<file path="config.mk">
export PLATFORM = sky130hd
export DESIGN_NAME = algo_1r1w_a24_req_sched
export DESIGN_NICKNAME = d
export VERILOG_FILES = /design/src/rtl/algo_1r1w_a24_req_sched.sv
export SDC_FILE = /design/constraint.sdc
export NUM_CORES = 1
export LEC_CHECK = 0
export CAP_MARGIN = 20
export CORE_MARGIN = 2
export CORE_UTILIZATION = 35
export DETAILED_ROUTE_END_ITERATION = 12
export PLACE_DENSITY = 0.65
export SYNTH_ARGS = -nofsm -noshare
export SYNTH_HDL_FRONTEND = slang
export SYNTH_SLANG_ARGS = --single-unit
</file>
<file path="constraint.sdc">
create_clock -name clk -period 3.1 [get_ports clk]
set_clock_uncertainty 0.15 [all_clocks]
set_input_delay 0.62 -clock clk [delete_from_list [all_inputs] [get_ports clk]]
set_output_delay 0.62 -clock clk [all_outputs]
set_load 0.05 [all_outputs]
</file>
<file path="src/rtl/algo_1r1w_a24_req_sched.sv">
// Host-side request scheduler for the 1r1w a24 core: in-order command FIFO,
// periodic refresh-slot insertion, and issue gating on core ready.
module algo_1r1w_a24_req_sched #(
    parameter int WIDTH     = 32,
    parameter int BITADDR   = 13,
    parameter int REFRESH   = 1,
    parameter int REFFREQ   = 6,
    parameter int REFFRHF   = 0,
    parameter int FIFODEPTH = 4,
    parameter int BITFIFO   = 2
) (
    input  logic               clk,
    input  logic               rst,
    input  logic               h_vld,
    output logic               h_rdy,
    input  logic               h_write,
    input  logic [BITADDR-1:0] h_wr_adr,
    input  logic [WIDTH-1:0]   h_din,
    input  logic               h_read,
    input  logic [BITADDR-1:0] h_rd_adr,
    input  logic               ready,
    output logic               refr,
    output logic               write,
    output logic [BITADDR-1:0] wr_adr,
    output logic [WIDTH-1:0]   din,
    output logic               read,
    output logic [BITADDR-1:0] rd_adr,
    output logic [BITFIFO:0]   fifo_cnt
);
    localparam int BITTMR = $clog2(REFFREQ + 2);

    typedef struct packed {
        logic               write;
        logic [BITADDR-1:0] wrAdr;
        logic [WIDTH-1:0]   din;
        logic               read;
        logic [BITADDR-1:0] rdAdr;
    } entry_t;

    entry_t             mem [FIFODEPTH];
    entry_t             head;
    entry_t             newEntry;
    logic [BITFIFO-1:0] wrPtr;
    logic [BITFIFO-1:0] rdPtr;
    logic [BITFIFO:0]   cnt;
    logic [BITTMR-1:0]  timer;
    logic [BITTMR-1:0]  period;
    logic               phase;
    logic               slot;
    logic               push;
    logic               pop;
    logic               notFull;

    assign notFull  = (cnt != (BITFIFO+1)'(FIFODEPTH));
    assign h_rdy    = notFull & rst;
    assign fifo_cnt = cnt;
    assign push     = h_vld & h_rdy & (h_write | h_read);

    // The phase bit stretches every other period by one cycle for the half-rate option.
    assign period = BITTMR'(REFFREQ) + ((REFFRHF != 0) ? BITTMR'(phase) : '0);
    assign slot   = (REFRESH != 0) & ready & (timer == (period - 1'b1));
    assign pop    = ready & (cnt != '0) & ~slot;

    assign head     = mem[rdPtr];
    assign newEntry = '{write: h_write, wrAdr: h_wr_adr, din: h_din, read: h_read, rdAdr: h_rd_adr};

    always_ff @(posedge clk) begin
        if (push) begin
            mem[wrPtr] <= newEntry;
        end
    end

    always_ff @(posedge clk or negedge rst) begin
        if (!rst) begin
            wrPtr  <= '0;
            rdPtr  <= '0;
            cnt    <= '0;
            timer  <= '0;
            phase  <= 1'b0;
            refr   <= 1'b0;
            write  <= 1'b0;
            read   <= 1'b0;
            wr_adr <= '0;
            rd_adr <= '0;
            din    <= '0;
        end else begin
            if (push) begin
                wrPtr <= wrPtr + 1'b1;
            end
            if (pop) begin
                rdPtr <= rdPtr + 1'b1;
            end
            if (push && !pop) begin
                cnt <= cnt + 1'b1;
            end else if (pop && !push) begin
                cnt <= cnt - 1'b1;
            end

            // Timer restarts whenever the core drops ready, so the first slot after
            // ready rises is a full period away.
            if ((REFRESH == 0) || !ready || slot) begin
                timer <= '0;
            end else begin
                timer <= timer + 1'b1;
            end
            if (slot) begin
                phase <= ~phase;
            end

            refr  <= slot;
            write <= pop & head.write;
            read  <= pop & head.read;
            if (pop) begin
                wr_adr <= head.wrAdr;
                rd_adr <= head.rdAdr;
                din    <= head.din;
            end
        end
    end
endmodule

</file>
==> out/results.txt <==
Leak Pwr -> 5.19 nW
Num CTS Buffers -> 35
HP Class -> in2async
worst rel slew slack -> 36.9%
grt total ovfl -> 0
global-route wire length before repair -> 34.5 mm
Flop pwr share -> 40.1%
Iteration-0 DRC Markers -> 346
placed cells -> 1064
setup bufs post-CTS -> 0
worst slew pin tran -> 0.946 ns
sequential element share of the synthesized area -> 76.6%
post-route design area -> 14800 um^2
Core Area -> 33300 um^2
cell count along the critical path -> 1
Net Sw Frac -> 32.1%
synthesized instance count -> 494
Clock Power Share -> 26.7%
startpoint types -> flop
final hold violation count -> 0
global placer's final weighted congestion -> 0.715
Max clock buf depth -> 3
Sink Count -> 311
Synth Register Bits -> 311
post-synth top area share -> 61.5%
die width -> 187 um
combinational share of power -> 33.2%
Setup violations, final -> 0
final core utilization -> 44.4%
Crit. End Element -> output port
number of max-cap violations -> 0
H-tree lvl count -> 2
cell row count -> 67
Final period util -> 83.3%
share of cells above drive strength 1 -> 28.4%
Die Y -> 187 um
Worst Path Buf+Inv -> 1
RSZ-0062 raised after global routing -> no
detailed placement HPWL -> 13.0 mm
PD cells -> 1000 nW/um^2
ANT nets after route -> 0
fmax -> 387 MHz
max incr delay on CP -> 0.86 ns
drt first pass iters -> 6
cell area after placement -> 13700 um^2
synthesized cell area -> 11700 um^2
Worst Reg-to-Reg Cells -> 8
CTS Hold Bufs -> 0
Arrival @ worst endpoint -> 1.81 ns
Initial Utilization -> 35.2%
CTS Root Buffer Type -> clkbuf_16
DR WL/cell -> 19.4 um
top cells by area, synth -> edfxtp_1, dfrtp_1, mux4_2
number of global-route vias before repair -> 5910
I/O pin total -> 129
syn_nets -> 566
# diodes -> 0
via count -> 5275
PortBufs -> 128
fin crit period -> 2.58 ns
CTS tree -> built
kind of cell adding the most delay to the critical path -> buffers and inverters
required time of the critical path -> 2.33 ns
sw power -> 4.75 mW
Post-Layout Cell Count -> 1127
cell taking the most area after synthesis -> edfxtp_1
area of the die -> 35000 um^2
total wire length -> 21.9 mm
status -> finished, final reports clean
Int Power -> 10.0 mW
setup TNS -> 0 ns
Yosys cell types -> 27
fin nets -> 725
crit path cell chain -> clkdlybuf4s50_1
DRC violations left -> 0
Max stage delay cell, worst path -> clkdlybuf4s50_1
CTS resizes -> 0
initial antenna violation count -> 0
Slew Viols, Final -> 0
YS warnings -> 0
Vias/cell -> 4.68
largest net degree at the start of global routing -> 62
crit path max fanout -> 6
Peak VDD IR -> 0.691 mV
Pwr Total -> 14.8 mW
R2R setup slack -> 0.76 ns
worst setup path category -> reg2out
Area Overhead vs Synth -> 26.0%
Worst-path clk slew -> 0.06 ns
Clk Latency, worst-skew pair -> 0.49 ns
Mean Syn Cell Area -> 23.7 um^2
total track usage -> 12.8%
[through the flow]
stage	hold WS, ns	worst slack (ns)
after floorplan	0.174	0.414
after global placement	0.296	0.237
after detailed placement	0.325	0.218
after CTS	0.100	0.475
after global routing	0.128	0.438
final	0.101	0.518
[synth_stat cells]
cell	count
xor2_1	3
o21ai_0	1
o311ai_0	1
and3_1	1
nor2b_1	1
xnor2_1	3
clkbuf_1	5
mux2i_1	1
mux4_2	58
buf_6	12
mux4_1	2
buf_2	2
inv_1	6
mux2_4	56
buf_4	2
a21boi_1	1
edfxtp_1	240
and2_1	6
nand2_1	2
fa_1	1
nor2_1	5
dfrtp_1	71
mux2_2	4
a21oi_1	1
ha_1	7
o31a_1	1
a211oi_2	1
[logic make-up (layout without fill, tap and decap cells)]
group	Yosys count	in the layout	share of synthesized area (%)
adder cells (fa/ha/maj)	8	8	0.918
multiplexers	121	121	19.2
flip-flops	311	311	76.6
XOR/XNOR	6	6	0.448
AO/OA/AOI/OAI	6	6	0.406
buffers and inverters	27	212	1.72
AND/OR/NAND/NOR	15	15	0.651
[path summary, 6_finish.rpt]
| kind | start | endpoint |
|---|---|---|
| max | fifo_cnt[2]$_DFFE_PN0P_ | fifo_cnt[2] |
| min | rst | wr_adr[9]$_DFFE_PN0P_ |
| max reg2reg | timer[0]$_DFF_PN0_ | fifo_cnt[1]$_DFFE_PN0P_ |
| min reg2reg | timer[0]$_DFF_PN0_ | timer[0]$_DFF_PN0_ |
| max in group asynchronous | rst | rdPtr[0]$_DFFE_PN0P_ |
| min in group clk | timer[0]$_DFF_PN0_ | timer[0]$_DFF_PN0_ |
[routing by layer]
metal / GRT usage (%) / wire, um / share of wire (%)
met5: 0 / 0 / 0
met3: 2.80 / 1070 / 4.9
met1: 16.4 / 9220 / 42
met2: 21.9 / 11200 / 51
met4: 3.57 / 372 / 1.7
[cells in the final DEF (no fill, tap or decap), types with 2 or more instances in the layout]
cell	netlist	routed
xnor2_1	3	3
dfrtp_4	0	2
clkinv_2	0	5
clkdlybuf4s50_1	0	126
buf_4	2	6
mux2_2	4	4
mux4_2	58	58
xor2_1	3	3
and2_1	6	2
buf_12	0	11
nand2_1	2	2
ha_1	7	7
clkinvlp_4	0	2
bufinv_16	0	2
mux2_4	56	56
nor2_1	5	5
inv_1	6	6
clkbuf_8	0	3
and2_4	0	4
edfxtp_1	240	240
clkbuf_1	5	7
clkbuf_16	0	37
clkinv_1	0	6
mux4_1	2	2
dfrtp_1	71	69
[flip-flops by register name (all words and copies together), names as in the netlist]
signal,count
read,1
mem,240
write,1
fifo_cnt,3
rdPtr,2
timer,3
rd_adr,13
din,32
wr_adr,13
refr,1
wrPtr,2
[power by group through the flow]
stage	Combinational [mW]	Sequential [mW]	Clock, mW
after floorplan	2.35	7.08	0
after global placement	4.92	6.00	0
after detailed placement	4.98	6.04	0
after CTS	4.99	5.98	4.07
after global routing	5.17	6.05	4.25
final	4.91	5.92	3.95
[final cells by class]
type                    instances  area, um^2
inverters                       6        22.5
clock inverters                16         131
repair buffers                143        1530
well taps                     448         561
multi-input cells             156        2550
fillers                      2847       18500
flip-flops and latches        311        8990
clock buffers                  47         993
Power figures use the tool's default switching activity.
==> RTL change (same settings) <==
Register the output `fifo_cnt` once more, without a reset; this adds one clock of latency there. The other outputs are not delayed to match.
--- a/src/rtl/algo_1r1w_a24_req_sched.sv
+++ b/src/rtl/algo_1r1w_a24_req_sched.sv
@@ -55,3 +55,5 @@
     assign h_rdy    = notFull & rst;
-    assign fifo_cnt = cnt;
+    always_ff @(posedge clk) begin
+        fifo_cnt <= cnt;
+    end
     assign push     = h_vld & h_rdy & (h_write | h_read);
Check against the original RTL: not equivalent (Yosys sat finds a counterexample within 4 cycles, from zero or initial values and one cycle with rst low).
==> RTL change against the unedited design <==
  * Worst hold slack improved by 8.8 ps
  * First-iteration DRC count increased by 7.5%
  * Power decreased by 0.45%
  * Routed wire length increased by 2.4%
  * Sequential cell count increased by 3
  * Clock power decreased by 3%
  * Cell area about the same
  * Area after synthesis increased by 0.51%
  * Worst setup slack improved by 49 ps
  * Global-route usage increased by 0.30 points
==> RTL change: results (changes against the unedited design) <==
metric,value,unit,change
"critical path fanouts, max",5,,-1
# port buffers,128,,unchanged
H-tree Lvls,2,,unchanged
Least-Margin Pin Slew,945.6,ps,-0.6436 ps
Post-synth ARST share,0.2261,,-0.002181
drt pass-1 iters,4,,-2
pre-CTS setup slack,64.11,ps,-154.1 ps
Final #Nets,726,,+0.14%
"Cell Area, Placed",13690,µm²,+0.29%
via count,5258,,-0.32%
Main synth FF type,edfxtp_1,,
DPL Wire Length,13.72,mm,+5.9%
vias in the first global route,5981,,+1.2%
clk_lat worst skew,490,ps,about the same
"top cells by count, synth","edfxtp_1, dfrtp_1, mux4_2",,
VDD IR max,0.5563,mV,-20%
YS warnings,0,,unchanged
worst endpoint data arrival time,2790,ps,+980 ps
initial antenna violation count,1,,+1
drt first-iter violations,372,,+7.5%
share of cells above drive strength 1,0.2842,,unchanged
final WL,22.43,mm,+2.4%
syn_area_per_cell,23.71,µm²,about the same
status,finished clean,,
largest net degree at the start of global routing,62,,unchanged
PostCTS Resize Cnt,0,,unchanged
final RePlAce weighted congestion,0.7238,,+1.2%
largest registers,"mem x240, din x32",,
Leakage,5.187,nW,about the same
FILL cells,2880,,+1.2%
"EDFF count, synth",240,,unchanged
placed cell count,1066,,+0.19%
"Reg clk slew, reported paths",60,ps,about the same
overall global routing resource usage,0.1309,,+0.002985
HP Class,in2async,,
n_diodes,0,,unchanged
setup repair bufs after CTS,0,,unchanged
clk buf depth,3,,unchanged
first-pass GRT wire length,35.36,mm,+2.6%
Yosys cell types,28,,+3.7%
Root Driver,clkbuf_16,,
CTS Buf Count,34,,-2.9%
sequential share of the synthesized area,0.7675,,+0.001191
post-synthesis net count,569,,+0.53%
Final Cell Area,14760,µm²,about the same
Wirelength per Cell,19.90,µm,+2.4%
Synth area leaders,"edfxtp_1, dfrtp_1, mux4_2, mux2_4, buf_6",,
## RTL change: cell types whose count changed after synthesis, sizes merged
| cell | before | now |
|---|---|---|
| dfxtp | 0 | 3 |
## RTL change: logic make-up (layout without fill, tap and decap cells)
group,count (synthesis),after routing,synth area share
XOR/XNOR,6,6,0.004460
multiplexers,121,121,0.1913
AND/OR/NAND/NOR,15,15,0.006478
AO/OA/AOI/OAI,6,6,0.004034
flip-flops,314,314,0.7675
adder cells (fa/ha/maj),8,8,0.009131
buffers and inverters,27,209,0.01709
## RTL change: final timing paths
check	from	slack, ps	to	cells past startpoint
worst max-delay path	h_read	570	cnt[2]	9
worst min-delay path	rst	110	refr	2
worst max register to register	rdPtr[0]	770	din[25]	3
worst min register to register	timer[0]	310	timer[0]	1
max in group asynchronous	rst	1740	din[5]	3
min in group clk	timer[0]	310	timer[0]	1
## RTL change: cell type report
| type | count | area share |
|---|---|---|
| repair buffers | 142 | 0.1021 |
| multi-input cells | 156 | 0.1727 |
| inverters | 6 | 0.001526 |
| well taps | 448 | 0.03797 |
| clock buffers | 43 | 0.06272 |
| clock inverters | 18 | 0.009832 |
| flip-flops and latches | 314 | 0.6132 |
## RTL change: critical path, stage by stage
cell and delay, ps:
clkdlybuf4s50_1 550, o21ai_0 180, a211oi_2 280, ha_1 230, inv_1 60, fa_1 370
xor2_1 170, nor2_1 130, xor2_1 190
## RTL change: report_power, final
| group | switching [mW] | total (mW) | internal, mW |
|---|---|---|---|
| logic | 2.57 | 4.93 | 2.36 |
| clock network | 1.54 | 3.82 | 2.29 |
| registers | 0.667 | 5.97 | 5.30 |
## RTL change: layer usage
layer  part of all wire  track usage
met3              0.050      0.03425
met1               0.44       0.1696
met4              0.017      0.03664
met5            0.00058            0
met2               0.50       0.2190
